--- src/rtl/lead_one_normalizer_pkg.sv ---
// Shared types and constants for the lead-one normalizer.
package lead_one_normalizer_pkg;

    localparam int unsigned DefaultWidth = 8;

    typedef enum logic [1:0] {
        StIdle,
        StShift,
        StDone
    } state_e;

    // Width of a bit-position index for a w-bit word; at least one bit.
    function automatic int unsigned idx_w(input int unsigned w);
        return (w > 1) ? $clog2(w) : 1;
    endfunction

endpackage

--- src/rtl/lead_one_normalizer_if.sv ---
// Valid/ready input and output channels of the lead-one normalizer.
interface lead_one_normalizer_if
    import lead_one_normalizer_pkg::*;
#(
    parameter int unsigned W = DefaultWidth
);
    localparam int unsigned IW = idx_w(W);

    logic          in_valid;
    logic          in_ready;
    logic [W-1:0]  in_data;
    logic          out_valid;
    logic          out_ready;
    logic [W-1:0]  out_data;
    logic [IW-1:0] out_idx;
    logic          out_zero;

    modport master (
        output in_valid, in_data, out_ready,
        input  in_ready, out_valid, out_data, out_idx, out_zero
    );

    modport slave (
        input  in_valid, in_data, out_ready,
        output in_ready, out_valid, out_data, out_idx, out_zero
    );

endinterface

--- src/rtl/lead_one_normalizer.sv ---
// Sequential lead-one normalizer: shifts one bit per cycle until the MSB is set,
// then holds the normalized word, its original leading-one index and a zero flag.
module lead_one_normalizer
    import lead_one_normalizer_pkg::*;
#(
    parameter int unsigned W = DefaultWidth
) (
    input logic                  clk,
    input logic                  rst_n,
    lead_one_normalizer_if.slave bus
);
    localparam int unsigned IW = idx_w(W);

    state_e        state;
    logic [W-1:0]  work;
    logic [IW-1:0] cnt;
    logic          work_zero;
    logic          msb_set;

    assign work_zero = (work == '0);
    assign msb_set   = work[W-1];

    always_ff @(posedge clk or negedge rst_n) begin
        if (!rst_n) begin
            state         <= StIdle;
            work          <= '0;
            cnt           <= '0;
            bus.in_ready  <= 1'b1;
            bus.out_valid <= 1'b0;
            bus.out_data  <= '0;
            bus.out_idx   <= '0;
            bus.out_zero  <= 1'b0;
        end else begin
            unique case (state)
                StIdle: begin
                    if (bus.in_valid) begin
                        work         <= bus.in_data;
                        cnt          <= '0;
                        bus.in_ready <= 1'b0;
                        state        <= StShift;
                    end
                end
                StShift: begin
                    // A nonzero word never shifts to zero, so the zero test only
                    // fires for a word that arrived as zero.
                    if (msb_set || work_zero) begin
                        bus.out_valid <= 1'b1;
                        bus.out_data  <= work;
                        bus.out_idx   <= work_zero ? '0 : (IW'(W - 1) - cnt);
                        bus.out_zero  <= work_zero;
                        state         <= StDone;
                    end else begin
                        work <= {work[W-2:0], 1'b0};
                        cnt  <= cnt + IW'(1);
                    end
                end
                StDone: begin
                    if (bus.out_ready) begin
                        bus.out_valid <= 1'b0;
                        bus.in_ready  <= 1'b1;
                        state         <= StIdle;
                    end
                end
                default: begin
                    bus.out_valid <= 1'b0;
                    bus.in_ready  <= 1'b1;
                    state         <= StIdle;
                end
            endcase
        end
    end

endmodule

--- src/flat_wrapper.sv ---
// flat-port wrapper written by rule: the top's interface ports become plain ports
module lead_one_normalizer_flat import lead_one_normalizer_pkg::*;
#(
    parameter int unsigned W = DefaultWidth
)
  (clk, rst_n, bus_in_valid, bus_in_data, bus_out_ready, bus_in_ready, bus_out_valid, bus_out_data, bus_out_idx, bus_out_zero);
  lead_one_normalizer_if #(.W(W)) bus_i ();
  input logic clk;
  input logic rst_n;
  input wire logic [$bits(bus_i.in_valid)-1:0] bus_in_valid;
  input wire logic [$bits(bus_i.in_data)-1:0] bus_in_data;
  input wire logic [$bits(bus_i.out_ready)-1:0] bus_out_ready;
  output wire logic [$bits(bus_i.in_ready)-1:0] bus_in_ready;
  output wire logic [$bits(bus_i.out_valid)-1:0] bus_out_valid;
  output wire logic [$bits(bus_i.out_data)-1:0] bus_out_data;
  output wire logic [$bits(bus_i.out_idx)-1:0] bus_out_idx;
  output wire logic [$bits(bus_i.out_zero)-1:0] bus_out_zero;
  assign bus_i.in_valid = bus_in_valid;
  assign bus_i.in_data = bus_in_data;
  assign bus_i.out_ready = bus_out_ready;
  assign bus_in_ready = bus_i.in_ready;
  assign bus_out_valid = bus_i.out_valid;
  assign bus_out_data = bus_i.out_data;
  assign bus_out_idx = bus_i.out_idx;
  assign bus_out_zero = bus_i.out_zero;
  lead_one_normalizer #(.W(W)) u_core (.clk(clk), .rst_n(rst_n), .bus(bus_i));
endmodule
--- config.mk ---
export PLATFORM = sky130hd
export DESIGN_NAME = lead_one_normalizer_flat
export DESIGN_NICKNAME = d
export VERILOG_FILES = /design/src/rtl/lead_one_normalizer_pkg.sv /design/src/rtl/lead_one_normalizer_if.sv /design/src/rtl/lead_one_normalizer.sv /design/src/flat_wrapper.sv
export SDC_FILE = /design/constraint.sdc
export NUM_CORES = 1
export LEC_CHECK = 0
export BUFFER_PORTS_ARGS = -buffer_cell sky130_fd_sc_hd__buf_2
export CAP_MARGIN = 30
export CORE_MARGIN = 4
export CORE_UTILIZATION = 50
export CTS_CLUSTER_DIAMETER = 30
export CTS_CLUSTER_SIZE = 10
export DETAILED_ROUTE_END_ITERATION = 8
export PLACE_DENSITY = 0.74
export SYNTH_ARGS = -nofsm -noshare
export SYNTH_HDL_FRONTEND = slang
export SYNTH_SLANG_ARGS = --single-unit
--- constraint.sdc ---
create_clock -name clk -period 2.6 [get_ports clk]
set_input_delay 0.26 -clock clk [delete_from_list [all_inputs] [get_ports clk]]
set_output_delay 0.26 -clock clk [all_outputs]
set_load 0.005 [all_outputs]
# Word-level counts from Yosys, hierarchy flattened

Cells that the tools add are included.

$add $sub $neg: 2
Bitwise operators: 2
Equal/unequal tests: 6
Muxes and demuxes: 17
Reduce and logical (&&, ||, !) cells: 9

Operators with widths:

| cell                | number |
|---|---|
| $mux 8              | 2 |
| $pmux 8 s2          | 1 |
| $reduce_and 3->1    | 4 |
| $mux 3              | 3 |
| $logic_not 8->1     | 1 |
| $mux 2              | 3 |
| $ne 2x2->1 const B  | 3 |
| $pmux 1 s3          | 2 |
| $pmux 2 s3          | 1 |
| $pmux 3 s2          | 1 |
| $mux 1              | 4 |
| $add 3x1->3 const B | 1 |
| $sub 3x3->3 const A | 1 |
| $eq 2x1->1 const B  | 1 |
| $eq 2x2->1 const B  | 1 |
| $logic_not 2->1     | 1 |
| $ne 2x1->1 const B  | 1 |
| $not 1->1           | 2 |
| $reduce_and 2->1    | 1 |
| $reduce_bool 2->1   | 1 |
| $logic_or 1x1->1    | 1 |

Flip-flop bits (word level): 27
Output and inout port bits: 14

# Logic depth before layout (Yosys ltp)

Gate-level depths: netlist (run 1).

Depth after elaboration: 4
Gate-level depth with buffers: 6
Gate-level depth less buffers: 5

# Worst setup path before layout (run 1)

Ideal clock, no wire load.

Kind: register -> register
Start point: register u_core.work[1]
End point: register u_core.bus.out_data[1]
Path buffers: 1
Stages on the path, launching flop included: 6
Path slack: 0.784 ns
Library setup time: 0.128 ns
Clock period less this slack: 1.816 ns
Data required time: 2.472 ns
Data arrival time: 1.689 ns
Cells stage by stage: dfrtp_1 or4_4 nor2_1 o21a_1 buf_4 mux2_1

Longest elaborated chain between the ends: 3

RTL lines:

| element                    | line                         | text |
|---|---|---|
| from (decl)                | lead_one_normalizer.sv:15    | `logic [W-1:0] work;` |
| from (signal assigned)     | lead_one_normalizer.sv:37    | `work <= bus.in_data;` |
| from (signal assigned)     | lead_one_normalizer.sv:53    | `work <= {work[W-2:0], 1'b0};` |
| $logic_not 8->1            | lead_one_normalizer.sv:20    | `assign work_zero = (work == '0);` |
| $logic_or 1x1->1           | lead_one_normalizer.sv:46    | `if (msb_set \|\| work_zero) begin` |
| $reduce_and 2->1 (no line) | --                           |  |
| to (signal assigned)       | lead_one_normalizer.sv:48    | `bus.out_data <= work;` |
| to (decl)                  | lead_one_normalizer_if.sv:25 | `output in_ready, out_valid, out_data, out_idx, out_zero` |

Several ways; a longest one is shown, not always the timed one.
A chain may end at the register's enable or synchronous reset.

# Worst setup path in the final report (run 1)

Start point: register u_core.work[5]
End point: register u_core.bus.out_data[6]

Longest elaborated chain between the ends: 3

RTL lines:

| element                    | line |
|---|---|
| $logic_not 8->1            | lead_one_normalizer.sv:20 |
| $logic_or 1x1->1           | lead_one_normalizer.sv:46 |
| $reduce_and 2->1 (no line) | -- |

No other way between the ends.

==> metrics.cfg, run 1 <==
[final_layout]
area_growth_syn_to_layout_pct=15.6
drive_gt1_share_pct=40.7
insertedDiodeCount=0
layout.nets=132
n_fill_cell=188

[clocking]
cts-resized-gates=0
htreeDepth=1
cts_sinks=27
cts_buffer_depth=2
cts_root_buf=clkbuf_4
numCtsBuffers=3
clk_pin_slew_ns=0.14
cts_tree=done
clock_latency_ns=0.32

[yosys]
syn_inst=90
ys_types=31
synth_area_mm2=0.00120
synth.net_count=103
synthFlopType=dfrtp_1
async_reset_ff_share_pct=100
synth.avg_cell_area_um2=13.4
synth_top_area_share_pct=54.0
synth.top_cells.by_area=dfrtp_1, mux2_2, mux2_4
synth_edf_count=0
synth-seq-area-share_pct=56.2
yosys_warnings=0
ys_ff_latch=27
yosys.area.top_type=dfrtp_1

[setup_path]
cp_max_fo=12
critPathSlowestCell=or4_1
crit_chain=or4_1 -> nor2_1 -> o21a_1 -> mux2_2
rrSetupSlack_ns=0.47
startpoint_type=flip-flop
r2r_cells=4
crit_buf_inv=0
critPathCaptureType=flip-flop
worstSetupStartpoint=u_core.work[5]$_DFFE_PN0P_
crit_family=simple AND/OR/NAND/NOR gates
cp_data_required_time_ns=2.82
arrival_ns=2.35
cpPeakStageDelay_ns=0.58
crit_end=u_core.bus.out_data[6]$_DFFE_PN0P_
worstSetupPathDepth=4
crit_type=reg -> reg
rr_endpoint=u_core.bus.out_data[6]$_DFFE_PN0P_
reg2reg_from=u_core.work[5]$_DFFE_PN0P_

[global_route]
grt_antenna_before_repair=0
grt_pass1_vias=890
overflow=0
grt_max_degree=28
track_usage_pct=15.6
grt_pass1_wl_um=4060

[pwr]
power_leakage_nw=0.697
p_total_mw=1.73
vdd_ir_drop_max_uv=672
p_per_area_mw_per_mm2=1240

[routing]
routed_wl_um=2190
vias_per_cell=5.46
avgRoutedWirePerCell_um=15.0
drt_first_pass_iters=6
final_antenna_net_count=0
num_vias=797
drtIter0Drc=14
post-route-drc-count=0

[sta]
hold_slack_ns=0.194
fin_skew_ns=0.00485
final_hold_viol_count=0
fin_crit_sh_pct=81.9
tightest_slew_ns=0.594
maxSlewViolCount=0
relSlewSlack_pct=60.4
timing.final.setup_violations=0
max_freq_mhz=470
rsz0062_at_grt=no
fin_crit_ns=2.13
finalSetupTns_ns=0

[min_path]
hold_path.startpoint=bus_out_ready
hp-class=in -> reg

[placed_design]
portBuffers=25
gp_congestion=0.745
hpwl_um=1580

[die]
die_w_um=57.1
die_h_um=57.1
start_util_pct=53.4
dieArea_mm2=0.00326
core-area_mm2=0.00225
io_pins=26
num_rows=17

[flow_run]
cap_violations=0

[status]
status=finished clean

-- where the power goes --
group	switching, mW	leakage (nW)	internal (mW)
registers	0.158	0.325	0.623
logic	0.325	0.357	0.439
clock network	0.122	0.0150	0.0600
total	0.605	0.697	1.12
-- how the worst min path moves through the flow --
stage	end	cells past startpoint
3_5_place_dp	u_core.state[1]$_DFFE_PN0P_	1
3_3_place_gp	u_core.bus.out_valid$_DFFE_PN0P_	1
2_1_floorplan	u_core.bus.out_data[0]$_DFFE_PN0P_	0
4_1_cts	u_core.bus.in_ready$_DFFE_PN1P_	3
5_1_grt	u_core.bus.in_ready$_DFFE_PN1P_	3
6_report	u_core.bus.in_ready$_DFFE_PN1P_	3
-- tightest hold or removal path: stages --
cell,delay (ns)
buf_2,0.10
nor3_1,0.05
nor2_1,0.08
-- final cells by class --
type	count	area (um^2)	area share, %
multi-input cells	54	484	34.8
inverters	6	27.5	1.98
clock buffers	4	26.3	1.89
flip-flops and latches	27	677	48.6
well taps	28	35.0	2.52
repair buffers	27	143	10.2
-- synthesized netlist by cell type, drive strengths merged, types with 2 or more instances --
master and count:
o21a 2, nor2 3, o21ai 3, nand2 5, dfrtp 26, a21o 3
buf 2, o22ai 3, or4 2, inv 6, mux2i 3, mux2 19
-- layer usage --
layer	up-vias	global-route usage [%]	part of all wire [%]
met3	2	3.17	4.4
met5	-	0	0
met2	19	25.1	48
met4	0	4.64	0.55
met1	405	21.2	46
li1	371	-	-
-- timing repair --
action                                 in CTS  in global routing
buffers inserted                            0                  0
endpoints found under the hold margin      26                  0
hold buffers                                1                  0
-- cell usage in the layout (no fill, tap or decap) --
cell | synthesis | layout
ha_1 | 1 | 1
nor2_1 | 3 | 3
clkbuf_1 | 1 | 1
and3b_1 | 1 | 1
o21ai_0 | 3 | 3
clkbuf_4 | 0 | 3
dfstp_2 | 1 | 1
o22ai_1 | 3 | 3
dfrtp_1 | 26 | 26
mux2_1 | 5 | 5
mux2_2 | 8 | 8
buf_2 | 1 | 25
mux2i_1 | 3 | 3
inv_1 | 5 | 5
mux2_4 | 6 | 6
a21oi_1 | 1 | 1
or4_1 | 1 | 1
nor3_1 | 1 | 1
o21a_1 | 1 | 1
nor2b_1 | 1 | 1
or4_4 | 1 | 1
nor4b_1 | 1 | 1
nor3b_1 | 1 | 1
inv_6 | 1 | 1
nand2b_1 | 1 | 1
a21o_1 | 3 | 3
a211o_1 | 1 | 1
o211ai_2 | 1 | 1
a22o_1 | 1 | 1
buf_4 | 1 | 1
nand2_1 | 5 | 5
dlygate4sd3_1 | 0 | 1
o21a_4 | 1 | 1
-- sequential cells by signal, summed over array words and instances (netlist names) --
name / count
u_core.bus.out_data: 8
u_core.work: 8
u_core.bus.out_idx: 3
u_core.cnt: 3
u_core.state: 2
u_core.bus.in_ready: 1
u_core.bus.out_valid: 1
u_core.bus.out_zero: 1
-- per-stage QoR --
stage	instances	area, um^2	setup slack [ns]	utilization, %
after detailed placement	141	1360	0.468	60.2
after CTS	146	1390	0.434	61.8
final	146	1390	0.472	61.8
after global routing	146	1390	0.310	61.8
after global placement	141	1360	0.546	60.2
after floorplan	90	1200	0.784	-
-- logic make-up after synthesis --
logic type                 Yosys count  synth area share [%]
muxes                               22                  22.1
and+or+nand+nor                     16                  7.58
AOI/OAI and AO/OA                   15                  9.45
DFF                                 27                  56.2
buffers and inverters                9                  3.63
adders and majority gates            1                  1.04
No activity file was read; power rests on OpenSTA's default activity.
==> run 2, diff against run 1 <==
- clock period: 2.6 -> 2.02 ns (I/O delays scaled with it)
==> run 2 against run 1 <==
Net effect: register-to-register slack got worse by 0.41 ns; hold slack lost 0.072 ns; routed wire length down 1.4%; clock power rose by 26%; critical path type unchanged.
==> metrics.cfg, run 2 (same netlist as run 1, synthesis figures left out) <==
[routing]
final_antenna_net_count=0  ; unchanged
routed_wl_um=2160  ; was 2190 um
num_vias=796  ; was 797
avgRoutedWirePerCell_um=14.2  ; was 15.0 um
drt_first_pass_iters=4  ; was 6
post-route-drc-count=0  ; unchanged
drtIter0Drc=11  ; was 14
vias_per_cell=5.24  ; was 5.46

[min_path]
hp-class=in -> reg  ; unchanged

[setup_path]
crit_type=reg -> reg  ; unchanged
cp_max_fo=4  ; was 12
cp_data_required_time_ns=2.24  ; was 2.82 ns
arrival_ns=2.18  ; was 2.35 ns
critPathCaptureType=flip-flop  ; unchanged
startpoint_type=flip-flop  ; unchanged

[global_route]
grt_pass1_wl_um=3750  ; was 4060 um
overflow=0  ; unchanged
grt_max_degree=28  ; unchanged
grt_antenna_before_repair=0  ; unchanged
met1_usage_pct=19.7  ; was 21.2%
track_usage_pct=14.7  ; was 15.6%
use_met3_pct=3.39  ; was 3.17%
grt_pass1_vias=817  ; was 890
busiest_layer=met2  ; unchanged
use_met2_pct=22.7  ; was 25.1%

[sta]
fin_ws_ns=0.0611  ; was 0.472 ns
fin_crit_ns=1.96  ; was 2.13 ns
finalSetupTns_ns=0  ; unchanged
relSlewSlack_pct=60.0  ; was 60.4%
final_hold_viol_count=0  ; unchanged
fin_skew_ns=0.00620  ; was 0.00485 ns
rsz0062_at_grt=no  ; unchanged
timing.final.setup_violations=0  ; unchanged
fin_crit_sh_pct=97.0  ; was 81.9%
max_freq_mhz=510  ; was 470 MHz
tightest_slew_ns=0.600  ; was 0.594 ns
maxSlewViolCount=0  ; unchanged
hold_slack_ns=0.122  ; was 0.194 ns

[status]
status=finished clean  ; unchanged

[die]
io_pins=26  ; unchanged
core-area_mm2=0.00225  ; unchanged
die_w_um=57.1  ; unchanged
dieArea_mm2=0.00326  ; unchanged
die_h_um=57.1  ; unchanged
num_rows=17  ; unchanged
start_util_pct=53.4  ; unchanged

[flow_run]
cap_violations=0  ; unchanged

[pwr]
vdd_ir_drop_max_uv=1030  ; was 672 uV
p_per_area_mw_per_mm2=1600  ; was 1240 mW/mm^2
p_total_mw=2.31  ; was 1.73 mW
power_leakage_nw=0.732  ; was 0.697 nW

[placed_design]
portBuffers=25  ; unchanged
gp_congestion=0.814  ; was 0.745
hpwl_um=1660  ; was 1580 um
dp_slack_ns=0.0437  ; was 0.468 ns

[final_layout]
drive_gt1_share_pct=46.0  ; was 40.7%
area_growth_syn_to_layout_pct=19.9  ; was 15.6%
reg.largest.list=u_core.bus.out_data x8, u_core.work x8  ; unchanged
insertedDiodeCount=0  ; unchanged
final_cell_mix=dfrtp_1, buf_2, mux2_2, buf_4, mux2_4  ; was dfrtp_1, buf_2, mux2_2, mux2_4
layout_commonest_cell=dfrtp_1  ; unchanged
fin_util_pct=64.1  ; was 61.8%
layout.nets=138  ; was 132

[clocking]
htreeDepth=1  ; unchanged
numCtsBuffers=3  ; unchanged
cts_root_buf=clkbuf_4  ; unchanged
cts_tree=done  ; unchanged
postCtsSetupBuffers=0  ; unchanged
clock_latency_ns=0.32  ; about the same
cts_buffer_depth=2  ; unchanged
cts_sinks=27  ; unchanged
clk_pin_slew_ns=0.13  ; was 0.14 ns

## run 2: cell count changes in the layout (fill, tap and decap cells not counted), sizes merged
cell / delta
buf: +6
clkbuf: -1
clkinv: +1
## run 2: stage by stage
step	cell area, um^2	instances
floorplan	1200	90
finish	1450	152
CTS	1440	152
global route	1450	152
global placement	1400	147
detailed placement	1400	147
## run 2: cell type report
type | instances | area [um^2]
Fill cell | 194 | 810
Sequential cell | 27 | 677
Multi-Input combinational cell | 54 | 490
Timing Repair Buffer | 33 | 188
Tap cell | 28 | 35.0
Inverter | 6 | 27.5
Clock buffer | 3 | 22.5
Clock inverter | 1 | 5.00
## run 2: path summary, 6_finish.rpt
| check | from | end | slack (ns) | depth (start not counted) |
|---|---|---|---|---|
| worst max-delay path | u_core.work[1]$_DFFE_PN0P_ | u_core.bus.out_data[0]$_DFFE_PN0P_ | 0.06 | 5 |
| worst min-delay path | bus_out_ready | u_core.bus.in_ready$_DFFE_PN1P_ | 0.12 | 3 |
| worst max register to register | u_core.work[1]$_DFFE_PN0P_ | u_core.bus.out_data[0]$_DFFE_PN0P_ | 0.06 | 5 |
| worst min register to register | u_core.bus.out_data[5]$_DFFE_PN0P_ | u_core.bus.out_data[5]$_DFFE_PN0P_ | 0.50 | 1 |
| max in group asynchronous | rst_n | u_core.state[0]$_DFFE_PN0P_ | 1.23 | 2 |
| min in group asynchronous | rst_n | u_core.cnt[2]$_DFFE_PN0P_ | 0.40 | 2 |
## run 2: worst max-delay path, cell delays in order, from the launching register on
cell     delay [ns]
dfrtp_1        0.44
or4_4          0.56
nor2_2         0.16
o21a_1         0.21
buf_4          0.16
mux2_2         0.33
## run 2: where the power goes
group          leakage, nW  internal [mW]  switching, mW  total, mW
clock network       0.0177         0.0743          0.155      0.230
registers            0.325          0.802          0.184      0.987
logic                0.389          0.641          0.450       1.09
total                0.732           1.52          0.790       2.31
## run 2: metal layers
metal  part of all wire [%]  wire length [um]
met2                     45               975
met3                    5.2               111
met5                      0                 0
met1                     48              1030
met4                    2.0                43
## run 2: timing repair
item,4_1_cts,5_1_grt
endpoints found under the setup margin,0,7
hold buffers,1,0
resized for setup,0,2
endpoints found under the hold margin,26,0
